[src/rtl/alu_exec_unit.sv]
// ALU execution stage: single-cycle logic/arith ops plus an iterative shift-add MULP.
// Optional macro MULT_HI_EN exposes the upper product half on ALUResultHi.
module alu_exec_unit #(
  parameter int N_BITS = 32,
  parameter int CNT_W  = 6
) (
  input  logic              clk,
  input  logic              reset,
  input  logic              Start,
  input  logic [3:0]        ALUOperation,
  input  logic [N_BITS-1:0] A,
  input  logic [N_BITS-1:0] B,
  output logic [N_BITS-1:0] ALUResult,
  output logic              Zero,
  output logic              Busy,
  output logic              Done
`ifdef MULT_HI_EN
  ,
  output logic [N_BITS-1:0] ALUResultHi
`endif
);

  typedef enum logic [1:0] {
    IDLE = 2'd0,
    MUL  = 2'd1,
    FIN  = 2'd2
  } state_t;

  localparam logic [3:0]       OP_AND   = 4'b0000;
  localparam logic [3:0]       OP_OR    = 4'b0001;
  localparam logic [3:0]       OP_NOR   = 4'b0010;
  localparam logic [3:0]       OP_ADD   = 4'b0011;
  localparam logic [3:0]       OP_SUB   = 4'b0100;
  localparam logic [3:0]       OP_INC   = 4'b0101;
  localparam logic [3:0]       OP_MULP  = 4'b0110;
  localparam logic [CNT_W-1:0] LAST_CNT = CNT_W'(N_BITS - 1);

  state_t                state_r, state_nxt_s;
  logic [CNT_W-1:0]      cnt_r, cnt_nxt_s;
  logic [N_BITS-1:0]     mcand_r, mcand_nxt_s;
  logic [2*N_BITS-1:0]   acc_r, acc_nxt_s;
  logic [N_BITS:0]       sum_s;
  logic [N_BITS-1:0]     res_r, res_nxt_s;
  logic                  zero_r, busy_r, done_r;
  logic                  done_nxt_s;
  logic                  is_mulp_s;

  function automatic logic [N_BITS-1:0] alu_op(
    input logic [3:0]        op,
    input logic [N_BITS-1:0] a,
    input logic [N_BITS-1:0] b
  );
    logic [N_BITS-1:0] r;
    case (op)
      OP_AND:  r = a & b;
      OP_OR:   r = a | b;
      OP_NOR:  r = ~(a | b);
      OP_ADD:  r = a + b;
      OP_SUB:  r = a - b;
      OP_INC:  r = a + {{(N_BITS-1){1'b0}}, 1'b1};
      default: r = {N_BITS{1'b0}};
    endcase
    return r;
  endfunction

  assign is_mulp_s = (ALUOperation == OP_MULP);
  // Accumulator upper half plus multiplicand when the current multiplier bit is set; keeps carry.
  assign sum_s = {1'b0, acc_r[2*N_BITS-1:N_BITS]}
               + (acc_r[0] ? {1'b0, mcand_r} : {(N_BITS+1){1'b0}});

  // State register
  always_ff @(posedge clk or posedge reset) begin
    if (reset) begin
      state_r <= IDLE;
    end else begin
      state_r <= state_nxt_s;
    end
  end

  // Next-state logic
  always_comb begin
    state_nxt_s = state_r;
    case (state_r)
      IDLE: begin
        if (Start && is_mulp_s) begin
          state_nxt_s = MUL;
        end else begin
          state_nxt_s = IDLE;
        end
      end
      MUL: begin
        if (cnt_r == LAST_CNT) begin
          state_nxt_s = FIN;
        end else begin
          state_nxt_s = MUL;
        end
      end
      FIN:     state_nxt_s = IDLE;
      default: state_nxt_s = IDLE;
    endcase
  end

  // Output and datapath next values
  always_comb begin
    res_nxt_s   = res_r;
    done_nxt_s  = 1'b0;
    cnt_nxt_s   = cnt_r;
    mcand_nxt_s = mcand_r;
    acc_nxt_s   = acc_r;
    case (state_r)
      IDLE: begin
        if (Start && is_mulp_s) begin
          mcand_nxt_s = A;
          acc_nxt_s   = {{N_BITS{1'b0}}, B};
          cnt_nxt_s   = {CNT_W{1'b0}};
        end else if (Start) begin
          res_nxt_s  = alu_op(ALUOperation, A, B);
          done_nxt_s = 1'b1;
        end else begin
          res_nxt_s  = res_r;
          done_nxt_s = 1'b0;
        end
      end
      MUL: begin
        // Shift right with the carry of the partial sum entering the top bit.
        acc_nxt_s = {sum_s, acc_r[N_BITS-1:1]};
        cnt_nxt_s = cnt_r + {{(CNT_W-1){1'b0}}, 1'b1};
      end
      FIN: begin
        res_nxt_s  = acc_r[N_BITS-1:0];
        done_nxt_s = 1'b1;
      end
      default: begin
        res_nxt_s  = res_r;
        done_nxt_s = 1'b0;
      end
    endcase
  end

  // Result, flags and multiplier registers
  always_ff @(posedge clk or posedge reset) begin
    if (reset) begin
      res_r   <= {N_BITS{1'b0}};
      zero_r  <= 1'b1;
      busy_r  <= 1'b0;
      done_r  <= 1'b0;
      cnt_r   <= {CNT_W{1'b0}};
      mcand_r <= {N_BITS{1'b0}};
      acc_r   <= {(2*N_BITS){1'b0}};
    end else begin
      res_r   <= res_nxt_s;
      zero_r  <= (res_nxt_s == {N_BITS{1'b0}});
      busy_r  <= (state_nxt_s != IDLE);
      done_r  <= done_nxt_s;
      cnt_r   <= cnt_nxt_s;
      mcand_r <= mcand_nxt_s;
      acc_r   <= acc_nxt_s;
    end
  end

  assign ALUResult = res_r;
  assign Zero      = zero_r;
  assign Busy      = busy_r;
  assign Done      = done_r;

`ifdef MULT_HI_EN
  logic [N_BITS-1:0] hi_r;

  // Upper product half, captured only on MULP completion
  always_ff @(posedge clk or posedge reset) begin
    if (reset) begin
      hi_r <= {N_BITS{1'b0}};
    end else if (state_r == FIN) begin
      hi_r <= acc_r[2*N_BITS-1:N_BITS];
    end else begin
      hi_r <= hi_r;
    end
  end

  assign ALUResultHi = hi_r;
`else
  // Upper product half stays internal to the accumulator.
`endif

endmodule

[config.mk]
export PLATFORM = sky130hd
export DESIGN_NAME = alu_exec_unit
export DESIGN_NICKNAME = d
export VERILOG_FILES = /design/src/rtl/alu_exec_unit.sv
export SDC_FILE = /design/constraint.sdc
export NUM_CORES = 1
export LEC_CHECK = 0
export BUFFER_PORTS_ARGS = -buffer_cell sky130_fd_sc_hd__clkbuf_2
export CAP_MARGIN = 5
export CORE_AREA = 5 5 157 159
export CTS_BUF_LIST = sky130_fd_sc_hd__clkbuf_16
export CTS_CLUSTER_DIAMETER = 40
export DETAILED_ROUTE_END_ITERATION = 12
export DIE_AREA = 0 0 162 164
export HOLD_SLACK_MARGIN = 0.15
export MAX_ROUTING_LAYER = met4
export PLACE_DENSITY = 0.68
export SETUP_SLACK_MARGIN = 0.05
export SLEW_MARGIN = 10
export SYNTH_ARGS = -nofsm -noshare
export SYNTH_HDL_FRONTEND = slang
export SYNTH_SLANG_ARGS = --single-unit
[constraint.sdc]
create_clock -name clk -period 6.4 [get_ports clk]
set_input_delay 0.96 -clock clk [delete_from_list [all_inputs] [get_ports clk]]
set_output_delay 0.96 -clock clk [all_outputs]
set_load 0.02 [all_outputs]
; Word-level counts from Yosys, hierarchy flattened
; Index checks and enable logic that the tools add are counted.
[op_classes]
add_sub_neg = 5
mul = 0
div_mod_pow = 0
order_cmp = 0
eq_ne = 10
shift = 0
n_mux = 15
bitwise_logic = 3
reduce_logical = 8
[op_table]
columns = cell, count
row1 = one-hot mux 32 bit (6 select lines), 1
row2 = one-hot mux 64 bit (2 select lines), 1
row3 = two-way mux 32 bit, 3
row4 = two-way mux 64 bit, 1
row5 = one-hot mux 32 bit (2 select lines), 1
row6 = adder 32 x 32 -> 33 bit, 1
row7 = adder 32 x 1 -> 32 bit (second input constant), 1
row8 = adder 32 bit, 1
row9 = AND 32 bit, 1
row10 = zero test 32 bit, 1
row11 = inverter 32 bit, 1
row12 = bitwise OR 32 bit, 1
row13 = subtractor 32 bit, 1
row14 = == test 4 x 3 -> 1 bit (second input constant), 3
row15 = one-hot mux 6 bit (2 select lines), 1
row16 = == test 4 x 2 -> 1 bit (second input constant), 2
row17 = adder 6 x 1 -> 6 bit (second input constant), 1
row18 = == test 6 x 5 -> 1 bit (second input constant), 1
row19 = two-way mux 6 bit, 1
row20 = == test 4 x 1 -> 1 bit (second input constant), 1
row21 = zero test 4 bit, 1
row22 = one-hot mux 2 bit (2 select lines), 1
row23 = AND reduction 2 bit, 2
row24 = nonzero test 2 bit, 2
row25 = other kinds (8), 10
[word_totals]
regBits = 139
latch_bits = 0
ramBits = 0
romBits = 0
in_bits = 71
n_memories = 0

; Depth between registers and ports, before layout
; Gate-level depths: netlist of run 1.
[logic_depth]
depth_word = 7
ltp_mapped = 22
ltp_nobuf = 20

; Worst setup path before layout of run 1
; No wires, ideal clock.
[synth_timing]
path_kind = input to register
startpoint = in ALUOperation[0]
endpoint = reg zero_r (netlist: Zero)
setup_ns = 0.089
arrival_time_ns = 6.102
required_time_ns = 6.311
path_slack_ns = 0.209
stages = 19
path_cell_list = buf_2 > buf_1 > clkbuf_1 > clkbuf_1 > clkbuf_1 > clkbuf_1 > nand3b_1 > o21ai_0 > fa_1 > a211oi_2 > o21ai_1 > a31o_1 > o2111a_1 > a2111o_1 > a2111o_1 > or4_1 > or4_1 > nor4_1 > nor4b_2
[synth_via]
elab_chain_cells = 6
word_cells_on_any_way = 13
cone_classes = eq/ne: 6 / mux: 4 / reduce/logical: 3
[synth_lines]
columns = item, line_no
row1 = start: declaration, 10  ; input logic [3:0] ALUOperation,
row2 = == test 4 x 3 -> 1 bit (tied with other cells), 54  ; case (op)
row3 = one-hot mux 32 bit (6 select lines), 54
row4 = two-way mux 32 bit, 116  ; end else if (Start) begin
row5 = two-way mux 32 bit (*), 112  ; if (Start && is_mulp_s) begin
row6 = one-hot mux 32 bit (2 select lines) (*), 110  ; case (state_r)
row7 = net res_nxt_s[12], 43  ; logic [N_BITS-1:0] res_r, res_nxt_s;
row8 = zero test 32 bit (*), 152  ; zero_r <= (res_nxt_s == {N_BITS{1'b0}});
row9 = end signal: assignment, 152
row10 = end: declaration, 44  ; logic zero_r, busy_r, done_r;
; The timed path passes the listed nets; every way through them passes the cells marked *.
; A chain may end at the register's enable or synchronous reset.

; Worst setup path in the final report of run 1
[layout_timing]
startpoint = in B[0]
endpoint = reg zero_r (netlist: Zero)
[layout_via]
word_cells_on_any_way = 10
cone_classes = add/sub: 2 / mux: 4 / bitwise: 3 / reduce/logical: 1
[layout_lines]
columns = item, line_no
row1 = start: declaration, 12  ; input logic [N_BITS-1:0] B,
row2 = subtractor 32 bit / adder 32 bit (equally long branches), "59, 58"
row3 = one-hot mux 32 bit (6 select lines) (*), 54
row4 = two-way mux 32 bit (*), 116
row5 = two-way mux 32 bit (*), 112
row6 = one-hot mux 32 bit (2 select lines) (*), 110
row7 = net res_nxt_s[21], 43
row8 = zero test 32 bit (*), 152
; Marked as above.

==> results of run 1 <==
synth_stat cells, types with 4 or more instances:
cell / number
sky130_fd_sc_hd__nand2_1: 279
sky130_fd_sc_hd__dfrtp_1: 138
sky130_fd_sc_hd__o21ai_0: 122
sky130_fd_sc_hd__clkbuf_1: 91
sky130_fd_sc_hd__a21oi_1: 90
sky130_fd_sc_hd__nor2_1: 84
sky130_fd_sc_hd__ha_1: 70
sky130_fd_sc_hd__nor3_1: 51
sky130_fd_sc_hd__and2_1: 42
sky130_fd_sc_hd__a22oi_1: 39
sky130_fd_sc_hd__a21o_1: 32
sky130_fd_sc_hd__nand3_1: 30
sky130_fd_sc_hd__xor2_1: 26
sky130_fd_sc_hd__xnor2_1: 25
sky130_fd_sc_hd__inv_1: 24
sky130_fd_sc_hd__a31oi_1: 21
sky130_fd_sc_hd__maj3_1: 20
sky130_fd_sc_hd__a211oi_1: 19
sky130_fd_sc_hd__and3_1: 19
sky130_fd_sc_hd__nand4_1: 12
sky130_fd_sc_hd__nand2b_1: 11
sky130_fd_sc_hd__nor4_1: 11
sky130_fd_sc_hd__or4_1: 11
sky130_fd_sc_hd__o211ai_1: 10
sky130_fd_sc_hd__o22ai_1: 10
sky130_fd_sc_hd__o31ai_1: 10
sky130_fd_sc_hd__a221oi_1: 8
sky130_fd_sc_hd__mux2i_1: 8
sky130_fd_sc_hd__o21bai_1: 8
sky130_fd_sc_hd__or3_1: 8
sky130_fd_sc_hd__a31o_2: 7
sky130_fd_sc_hd__o21a_1: 7
sky130_fd_sc_hd__nor2b_1: 6
sky130_fd_sc_hd__a211o_1: 5
sky130_fd_sc_hd__a2bb2oi_1: 5
sky130_fd_sc_hd__buf_1: 5
sky130_fd_sc_hd__buf_2: 5
sky130_fd_sc_hd__o2111ai_1: 5
sky130_fd_sc_hd__a2111oi_0: 4
sky130_fd_sc_hd__a311oi_1: 4
sky130_fd_sc_hd__nand3b_1: 4
sky130_fd_sc_hd__o211a_1: 4
through the flow:
step | hold slack, ns | setup WS, ns
4_1_cts | 0.470 | 0.621
5_1_grt | 0.483 | 0.105
6_report | 0.468 | 0.574
2_1_floorplan | 0.438 | 0.209
3_3_place_gp | 0.450 | 0.248
3_5_place_dp | 0.456 | 0.161
layout by cell type, fill, tap and decap left out, types with 25 or more instances in the layout:
master | synthesis | layout
sky130_fd_sc_hd__dfrtp_1 | 138 | 138
sky130_fd_sc_hd__nand3_1 | 30 | 30
sky130_fd_sc_hd__a21o_1 | 32 | 32
sky130_fd_sc_hd__ha_1 | 70 | 70
sky130_fd_sc_hd__a21oi_1 | 90 | 90
sky130_fd_sc_hd__a22oi_1 | 39 | 39
sky130_fd_sc_hd__and2_1 | 42 | 41
sky130_fd_sc_hd__nor3_1 | 51 | 51
sky130_fd_sc_hd__nor2_1 | 84 | 83
sky130_fd_sc_hd__buf_4 | 0 | 31
sky130_fd_sc_hd__o21ai_0 | 122 | 122
sky130_fd_sc_hd__nand2_1 | 279 | 279
sky130_fd_sc_hd__clkbuf_2 | 0 | 105
sky130_fd_sc_hd__xor2_1 | 26 | 26
sky130_fd_sc_hd__xnor2_1 | 25 | 25
worst max-delay path by stage:
stage / cells past startpoint / startpoint / slack [ns] / endpoint
floorplan: 19 / ALUOperation[0] / 0.21 / Zero
global placement: 18 / B[5] / 0.25 / Zero
detailed placement: 20 / B[5] / 0.16 / Zero
CTS: 18 / B[5] / 0.62 / Zero
global route: 20 / B[0] / 0.10 / Zero
finish: 20 / B[0] / 0.57 / Zero
cells by family after synthesis:
kind of cell	after synthesis
muxes	8
AOI/OAI and AO/OA	449
adders and majority gates	92
buffers and inverters	125
DFF	139
xor gates and xnor gates	51
and+or+nand+nor	587
state kept, by name (all words and copies together) (netlist names):
name	count
Busy	1
acc_r	64
mcand_r	32
Zero	1
state_r	2
Done	1
ALUResult	32
cnt_r	6
worst max-delay path, cell delays in order:
cell and delay (ns):
sky130_fd_sc_hd__clkbuf_2 0.13, sky130_fd_sc_hd__inv_1 0.09, sky130_fd_sc_hd__ha_1 0.19, sky130_fd_sc_hd__nand2b_1 0.13, sky130_fd_sc_hd__or4_1 0.53, sky130_fd_sc_hd__or2_2 0.38, sky130_fd_sc_hd__nor2_1 0.31, sky130_fd_sc_hd__buf_4 0.20
sky130_fd_sc_hd__a31oi_1 0.07, sky130_fd_sc_hd__o21ai_0 0.19, sky130_fd_sc_hd__ha_1 0.34, sky130_fd_sc_hd__a21o_1 0.22, sky130_fd_sc_hd__a31oi_1 0.30, sky130_fd_sc_hd__o21ai_0 0.14, sky130_fd_sc_hd__a221oi_1 0.28, sky130_fd_sc_hd__a211oi_1 0.14
sky130_fd_sc_hd__or4_1 0.60, sky130_fd_sc_hd__or4_1 0.53, sky130_fd_sc_hd__nor4_1 0.21, sky130_fd_sc_hd__nor4b_2 0.22
cell type report:
class	count	area [um2]
fill	2221	10500
inverter	24	95.1
antenna	3	7.51
multi-input combinational	1187	7320
timing repair buffer	136	758
tap	290	363
sequential	139	3480
clock inverter	12	151
clock buffer	17	425
per-layer routing:
layer	track usage, %	vias to the layer above
li1	-	5381
met1	43.0	5420
met2	42.8	599
met3	4.99	95
met4	10.7	0
met5	-	-
power by group:
part	total, W	switching, W	internal [W]
sequential	0.00146	0.000266	0.00119
clock	0.00102	0.000415	0.000606
combinational	0.00169	0.00108	0.000604
total	0.00416	0.00176	0.00240
==> run metrics, run 1 <==
worst endpoint required time=between 6 and 7 ns; length in cells of the worst reg-to-reg path=12; detailed router's first-iteration violation count=1212; vias per cell=6.36; highest metal layer with signal wires=met4; total DRC errors in the routed layout=0; kind of launch point of the worst setup path=input pin; clock transition at the registers of the reported paths=around 0.070 ns; area share of the leading cell type in the synthesized netlist=between 30% and 40%; Simple-Gate Fraction of Synth Area=about a quarter; count of final setup violators=0; number of cells traversed by the worst hold path=2; share of final-layout standard cells stronger than drive strength 1=roughly 12%; outcome=finished clean; maximum fanout along the worst path=7; synthesized-area fraction occupied by xor and xnor cells=3.97%; total length of routed wires=approximately 40000 um; slew of the pin with the lowest slew margin=just over 0.9 ns; final core utilization=about 54%; clock tree from TritonCTS=yes; share of synthesized cell area in full adder, half adder and majority cells=9.92%; Hold Vio Cnt, Final=0; starting density of the core=about 49%; sink of the worst hold path=mcand_r[6]; launch instance of the worst min-delay path=mcand_r[6]; length of the first detailed-routing pass in iterations=6; terminus of the critical flop-to-flop path=acc_r[62]; post-synthesis sequential area ratio=between 30% and 40%; IR drop worst, VDD=0.000220 V; class of the worst hold path=reg2reg; Slew Viols, Final=0; All-Layer GR Usage=between 20 and 30%; Post-synth EDFFs=0; compound-cell area share of the yosys netlist=a little over a quarter; clock insertion delay at the later pin of the skew report=roughly 0.43 ns; Antenna Nets Post-Route=0; Placed Cells incl. Taps=approximately 1800; number of placement rows=between 50 and 60; wire per inst=roughly 22 um; Overflow after GRT=0; time the worst path needs with I/O delays and setup=~5.8 ns; post-route setup TNS=0 ns; unrepaired setup endpoints after global routing=no; unique cell type count in the Yosys netlist=between 70 and 80; non-filler cells, final=around 1800; number of instances resized during post-cts repair=0; Clock Skew=0.0190 ns; Met3 Routed Length=about 3900 um; dpl hpwl=28400 um; CP arrival=between 6 and 7 ns; Static Leakage=between 6 and 7 nW; number of hold buffers added after cts=0; via count of the first global-routing pass=10746; placement-stage cell area=approximately 12000 um2; final std cell area, no fill=12600 um2; register-to-register path setup slack=~2.1 ns; post-synth net total=about 1600; max-cap violation count=0; met1 routed wirelength after detailed routing=roughly 18000 um; Critical Path End Type=flop; net total in the final layout=1648; Post-CTS Repair Setup Buffers=0; Total Die Area=around 27000 um2; multiplexer share of the synthesized area=less than 1%; worst slew margin relative to its limit=38.1%; Port-buffer cells=105; top-level I/O count=between 100 and 150; total via count in the routed design=11495; number of buffers inserted during clock tree synthesis=17; level count of the clock H-tree=4; CTS root buf=sky130_fd_sc_hd__clkbuf_16; fin crit share=around 91%; Max Clk Rate=0.172 GHz; post-synthesis register bit count=~140; count of clock tree sinks=around 140; main combinational cell family by area after synthesis=compound AO/OA/AOI/OAI gates; Worst R2R Start=acc_r[0]; largest net degree at the start of global routing=81; Area contributors post-synth=sky130_fd_sc_hd__dfrtp_1 31%, sky130_fd_sc_hd__nand2_1 9.3%, sky130_fd_sc_hd__ha_1 7.8%; Synth area leader=sky130_fd_sc_hd__dfrtp_1; Die Ht=approximately 160 um; CP Class=in2reg; Cell Pwr Density=between 300 and 400 nW/um2; synthesis warning total=0; combined area of all synthesized cells=between 10000 and 15000 um2; Die Span X=162 um; area grow syn2layout=11.9%; total length of routed met2 wires=between 15000 and 20000 um; core region area=between 20000 and 25000 um2; first-pass GRT wire length=around 60000 um; Max Root-Sink Buffers=2; fraction of synthesis flops using an asynchronous set or reset pin=between 90% and 100%; Synth Flop Type=sky130_fd_sc_hd__dfrtp_1; post-synthesis average cell area=a little under 8 um2; GP Congestion=around 0.97; antenna violations before repair=2; post-synthesis cell count=about 1500; total power consumption of the routed design=0.00416 W
Note: power is estimated with default switching activity, not from simulation.
==> inputs of run 2 (changes only) <==
==> constraint.sdc (replaced) <==
create_clock -name clk -period 6.4 [get_ports clk]
set_input_delay 0.32 -clock clk [delete_from_list [all_inputs] [get_ports clk]]
set_output_delay 0.32 -clock clk [all_outputs]
set_load 0.02 [all_outputs]
==> run metrics, run 2 (synthesis gave the netlist of run 1 again) <==
Slew Viols, Final=0 (unchanged); Antenna Nets Post-Route=0 (unchanged); largest net degree at the start of global routing=79 (-2.5%); CP arrival=5.75 ns (-0.42 ns); Cell Pwr Density=329 nW/um2 (-0.39%); count of final setup violators=0 (unchanged); number of placement rows=56 (unchanged); Die Span X=162 um (unchanged); max-cap violation count=0 (unchanged); CTS root buf=sky130_fd_sc_hd__clkbuf_16; time the worst path needs with I/O delays and setup=5.41 ns (-0.415 ns); most common library cell in the layout ignoring fill and taps=sky130_fd_sc_hd__nand2_1; worst endpoint required time=6.74 ns (about the same); total area of sequential cells=3480 um2 (unchanged); count of clock tree sinks=139 (unchanged); Critical Path End Type=flop; Static Leakage=6.02 nW (-0.57%); clock insertion delay at the later pin of the skew report=0.43 ns (about the same); Clock Skew=0.0150 ns (-0.00397 ns); antenna violations before repair=0 (-2); detailed router's first-iteration violation count=1216 (+0.33%); outcome=finished clean; top-level I/O count=106 (unchanged); core region area=23100 um2 (unchanged); kind of launch point of the worst setup path=input pin; total via count in the routed design=11487 (-0.070%); Overflow after GRT=0 (unchanged); Total Die Area=26600 um2 (unchanged); slew of the pin with the lowest slew margin=0.933 ns (+0.00480 ns); CP Class=in2reg; IR drop worst, VDD=0.000198 V (-10%); GP Congestion=0.990 (+1.5%); maximum fanout along the worst path=8 (+1); worst slew margin relative to its limit=37.5% (-0.55 points); class of the worst hold path=in2reg; share of final-layout standard cells stronger than drive strength 1=12.2% (-0.30 points); most frequent cells in the layout=279 x sky130_fd_sc_hd__nand2_1, 138 x sky130_fd_sc_hd__dfrtp_1, 122 x sky130_fd_sc_hd__o21ai_0, 105 x sky130_fd_sc_hd__clkbuf_2, 90 x sky130_fd_sc_hd__a21oi_1; Hold Vio Cnt, Final=0 (unchanged); post-route setup TNS=0 ns (unchanged); vias per cell=6.37 (+0.21%); dpl hpwl=28700 um (+1.1%); number of fill cells in the layout=2248 (+1.2%); number of flip-flops in the largest register=64 (unchanged); area grow syn2layout=11.4%; level count of the clock H-tree=4 (unchanged); clock transition at the registers of the reported paths=0.07 ns (about the same); clock tree from TritonCTS=yes; via count of the first global-routing pass=10544 (-1.9%); fin crit share=84.6% (-6.5 points); Max Clk Rate=0.185 GHz (+7.7%); number of instances resized during post-cts repair=0 (unchanged); worst hold margin=0.168 ns (-0.300 ns); Most flops, register=acc_r; wire per inst=21.9 um (+1.0%); starting density of the core=48.7% (unchanged); Max Root-Sink Buffers=2 (unchanged); total DRC errors in the routed layout=0 (unchanged); All-Layer GR Usage=30.3% (+0.29 points); Port-buffer cells=105 (unchanged); length of the first detailed-routing pass in iterations=8 (+2); area of combinational cells with multiple inputs=7320 um2 (unchanged); first-pass GRT wire length=61300 um (+0.14%); unrepaired setup endpoints after global routing=no; total length of routed wires=39400 um (+0.77%); Die Ht=164 um (unchanged); number of buffers inserted during clock tree synthesis=17 (unchanged); net total in the final layout=1641 (-0.42%)
==> run 2: what timing repair did <==
| item | CTS | global route |
|---|---|---|
| hold endpoints to repair | 77 | 0 |
| hold buffers | 2 | 0 |
| setup buffers | 0 | 0 |
==> run 2: path summary, 6_finish.rpt <==
kind	start	depth (start not counted)	slack, ns	end
min in group asynchronous	reset	3	0.57	acc_r[37]
worst max-delay path	B[5]	18	0.99	Zero
worst max register to register	state_r[1]	10	2.36	Zero
worst min-delay path	A[2]	3	0.17	mcand_r[2]
max in group asynchronous	reset	4	4.54	acc_r[44]
worst min register to register	mcand_r[2]	2	0.47	mcand_r[2]
==> run 2: worst max-delay path, cell delays in order <==
cell	delay, ns
sky130_fd_sc_hd__clkbuf_2	0.15
sky130_fd_sc_hd__or3_1	0.46
sky130_fd_sc_hd__or4_1	0.47
sky130_fd_sc_hd__or2_2	0.40
sky130_fd_sc_hd__nor4_1	0.26
sky130_fd_sc_hd__nor3_1	0.09
sky130_fd_sc_hd__a21oi_1	0.12
sky130_fd_sc_hd__o21ai_0	0.11
sky130_fd_sc_hd__ha_1	0.41
sky130_fd_sc_hd__and3_1	0.23
sky130_fd_sc_hd__nand4_1	0.15
sky130_fd_sc_hd__o31ai_2	0.63
sky130_fd_sc_hd__mux2i_1	0.26
sky130_fd_sc_hd__a211oi_1	0.11
sky130_fd_sc_hd__or4_1	0.57
sky130_fd_sc_hd__or4_1	0.52
sky130_fd_sc_hd__nor4_1	0.22
sky130_fd_sc_hd__nor4b_2	0.27
==> run 2: metrics by stage <==
step	instance area [um2]	cells	total power (W)	utilization [%]	setup WS, ns
2_1_floorplan	11300	1451	0.00253	-	0.849
4_1_cts	12500	1801	0.00411	54.2	1.10
3_5_place_dp	11900	1767	0.00312	51.7	0.661
6_report	12500	1803	0.00413	54.2	0.989
5_1_grt	12500	1801	0.00438	54.2	0.687
3_3_place_gp	11900	1767	0.00309	51.7	0.776
==> run 2: metal layers <==
layer / global-route usage (%) / wire length, um / vias to the layer above
met5: - / 0 / -
met4: 9.15 / 922 / 0
met3: 4.57 / 3520 / 70
met2: 43.1 / 16700 / 589
met1: 44.6 / 18300 / 5448
li1: - / - / 5380
==> run 2: area by class of cell <==
class                   count  area share [%]
well taps                 290            2.90
clock buffers              17            3.39
clock inverters            15            1.09
diodes                      2          0.0399
inverters                  24           0.759
multi-input cells        1187            58.4
flip-flops and latches    139            27.8
repair buffers            129            5.67
==> run 2: where the power goes <==
part,leakage [nW],internal [W],total [W],switching [W]
combinational,3.89,0.000604,0.00172,0.00111
sequential,1.85,0.00119,0.00143,0.000244
clock,0.278,0.000542,0.000976,0.000434
total,6.02,0.00234,0.00413,0.00179
==> inputs of run 3 (changes only) <==
==> constraint.sdc (replaced) <==
create_clock -name clk -period 5.5 [get_ports clk]
set_input_delay 0.275 -clock clk [delete_from_list [all_inputs] [get_ports clk]]
set_output_delay 0.275 -clock clk [all_outputs]
set_load 0.02 [all_outputs]
==> run metrics, run 3 (synthesis gave the netlist of run 1 again) <==
total via count in the routed design=11594 (+0.93%); GP Congestion=0.990 (about the same); most frequent cells in the layout=279 x sky130_fd_sc_hd__nand2_1, 138 x sky130_fd_sc_hd__dfrtp_1, 122 x sky130_fd_sc_hd__o21ai_0, 105 x sky130_fd_sc_hd__clkbuf_2, 90 x sky130_fd_sc_hd__a21oi_1; starting density of the core=48.7% (unchanged); post-route setup TNS=0 ns (unchanged); number of hold buffers added after cts=16 (+14); number of fill cells in the layout=2208 (-1.8%); most common library cell in the layout ignoring fill and taps=sky130_fd_sc_hd__nand2_1; via count of the first global-routing pass=10810 (+2.5%); top-level I/O count=106 (unchanged); net total in the final layout=1680 (+2.4%); clock tree from TritonCTS=yes; Total Die Area=26600 um2 (unchanged); Die Span X=162 um (unchanged); unrepaired setup endpoints after global routing=no; worst slew margin relative to its limit=35.7% (-1.8 points); Overflow after GRT=0 (unchanged); level count of the clock H-tree=4 (unchanged); Antenna Nets Post-Route=0 (unchanged); CP arrival=5.36 ns (-0.39 ns); CP Class=in2reg; class of the worst hold path=in2reg; antenna violations before repair=1 (+1); detailed router's first-iteration violation count=1368 (+13%); Max Root-Sink Buffers=2 (unchanged); worst endpoint required time=5.85 ns (-0.89 ns); clock transition at the registers of the reported paths=0.06 ns (about the same); time the worst path needs with I/O delays and setup=around 5 ns; All-Layer GR Usage=30.0% (-0.24 points); first-pass GRT wire length=61200 um (-0.17%); total DRC errors in the routed layout=0 (unchanged); count of clock tree sinks=139 (unchanged); Die Ht=164 um (unchanged); area grow syn2layout=14.2%; largest net degree at the start of global routing=78 (-1.3%); clock insertion delay at the later pin of the skew report=0.44 ns (about the same); slew of the pin with the lowest slew margin=0.964 ns (+0.0303 ns); number of buffers inserted during clock tree synthesis=17 (unchanged); Port-buffer cells=105 (unchanged); Max Clk Rate=~0.2 GHz; number of flip-flops in the largest register=64 (unchanged); dpl hpwl=28700 um (about the same); total length of routed wires=39100 um (-0.91%); outcome=finished clean; Post-CTS Repair Setup Buffers=0 (unchanged); Static Leakage=6.19 nW (+2.9%); number of placement rows=56 (unchanged); Clock Skew=0.0154 ns (+0.000373 ns); wire per inst=21.2 um (-3.0%); Placed Cells incl. Taps=1792 (+1.4%); Critical Path End Type=flop; length of the first detailed-routing pass in iterations=8 (unchanged); vias per cell=6.29 (-1.2%); core region area=23100 um2 (unchanged); fin crit share=just over 90%; IR drop worst, VDD=0.000168 V (-15%); maximum fanout along the worst path=7 (-1); share of final-layout standard cells stronger than drive strength 1=13.4% (+1.2 points); Hold Vio Cnt, Final=0 (unchanged); worst hold margin=0.157 ns (-0.0101 ns); non-filler cells, final=1842 (+2.2%); Cell Pwr Density=375 nW/um2 (+14%); number of instances resized during post-cts repair=0 (unchanged); Slew Viols, Final=0 (unchanged); count of final setup violators=0 (unchanged); CTS root buf=sky130_fd_sc_hd__clkbuf_16; kind of launch point of the worst setup path=input pin; max-cap violation count=0 (unchanged); Most flops, register=acc_r
==> run 3: path summary, 6_finish.rpt <==
| path | from | end | slack (ns) | cells past startpoint |
|---|---|---|---|---|
| min in group asynchronous | reset | acc_r[36] | 0.53 | 3 |
| hold reg to reg | mcand_r[6] | mcand_r[6] | 0.47 | 2 |
| max in group asynchronous | reset | acc_r[29] | 3.63 | 4 |
| hold / removal | A[1] | mcand_r[1] | 0.16 | 3 |
| setup / recovery | B[0] | Zero | 0.49 | 22 |
| setup reg to reg | acc_r[0] | acc_r[56] | 1.31 | 12 |
==> run 3: per-stage QoR <==
stage	util (%)	cell area, um2	total power (W)	setup WS [ns]
2_1_floorplan	-	11300	0.00295	0.0728
3_3_place_gp	52.5	12100	0.00361	0.158
3_5_place_dp	52.5	12100	0.00365	0.104
4_1_cts	55.5	12800	0.00479	0.537
5_1_grt	55.6	12800	0.00510	0.226
6_report	55.6	12800	0.00481	0.485
==> run 3: final cells by class <==
class,instances,area [um2],share of cell area (%)
antenna,2,5.00,0.0390
clock buffer,17,425,3.31
inverter,24,95.1,0.740
multi-input combinational,1187,7320,57.0
sequential,139,3480,27.1
tap,290,363,2.82
clock inverter,15,124,0.964
timing repair buffer,168,1040,8.08
==> run 3: critical path, cell delays in order <==
cell                        delay [ns]
sky130_fd_sc_hd__clkbuf_2         0.09
sky130_fd_sc_hd__inv_1            0.07
sky130_fd_sc_hd__ha_1             0.20
sky130_fd_sc_hd__nand2b_1         0.08
sky130_fd_sc_hd__or4_1            0.54
sky130_fd_sc_hd__or2_2            0.40
sky130_fd_sc_hd__nor4_1           0.31
sky130_fd_sc_hd__nor3_1           0.08
sky130_fd_sc_hd__a21oi_1          0.11
sky130_fd_sc_hd__o21ai_0          0.10
sky130_fd_sc_hd__ha_1             0.36
sky130_fd_sc_hd__a211oi_1         0.36
sky130_fd_sc_hd__o21ai_0          0.15
sky130_fd_sc_hd__a2bb2oi_1        0.19
sky130_fd_sc_hd__o31ai_2          0.11
sky130_fd_sc_hd__buf_4            0.18
sky130_fd_sc_hd__a31o_2           0.25
sky130_fd_sc_hd__a211oi_1         0.34
sky130_fd_sc_hd__o2111ai_1        0.16
sky130_fd_sc_hd__or4_2            0.55
sky130_fd_sc_hd__nor4_1           0.24
sky130_fd_sc_hd__nor4b_2          0.22
==> run 3: power by group <==
part | internal, W | total (W) | switching (W)
Sequential | 0.00138 | 0.00170 | 0.000320
Combinational | 0.000722 | 0.00198 | 0.00126
Clock | 0.000622 | 0.00113 | 0.000506
==> run 3: metal layers <==
metal  part of all wire (%)  wire length, um  vias to the layer above  track usage [%]
met5                      0                0                        -                -
met4                    2.6             1000                        0             9.15
met3                    9.9             3880                       78             5.40
met2                     42            16400                      594             42.1
met1                     46            17800                     5460             44.2
li1                       -                -                     5462                -
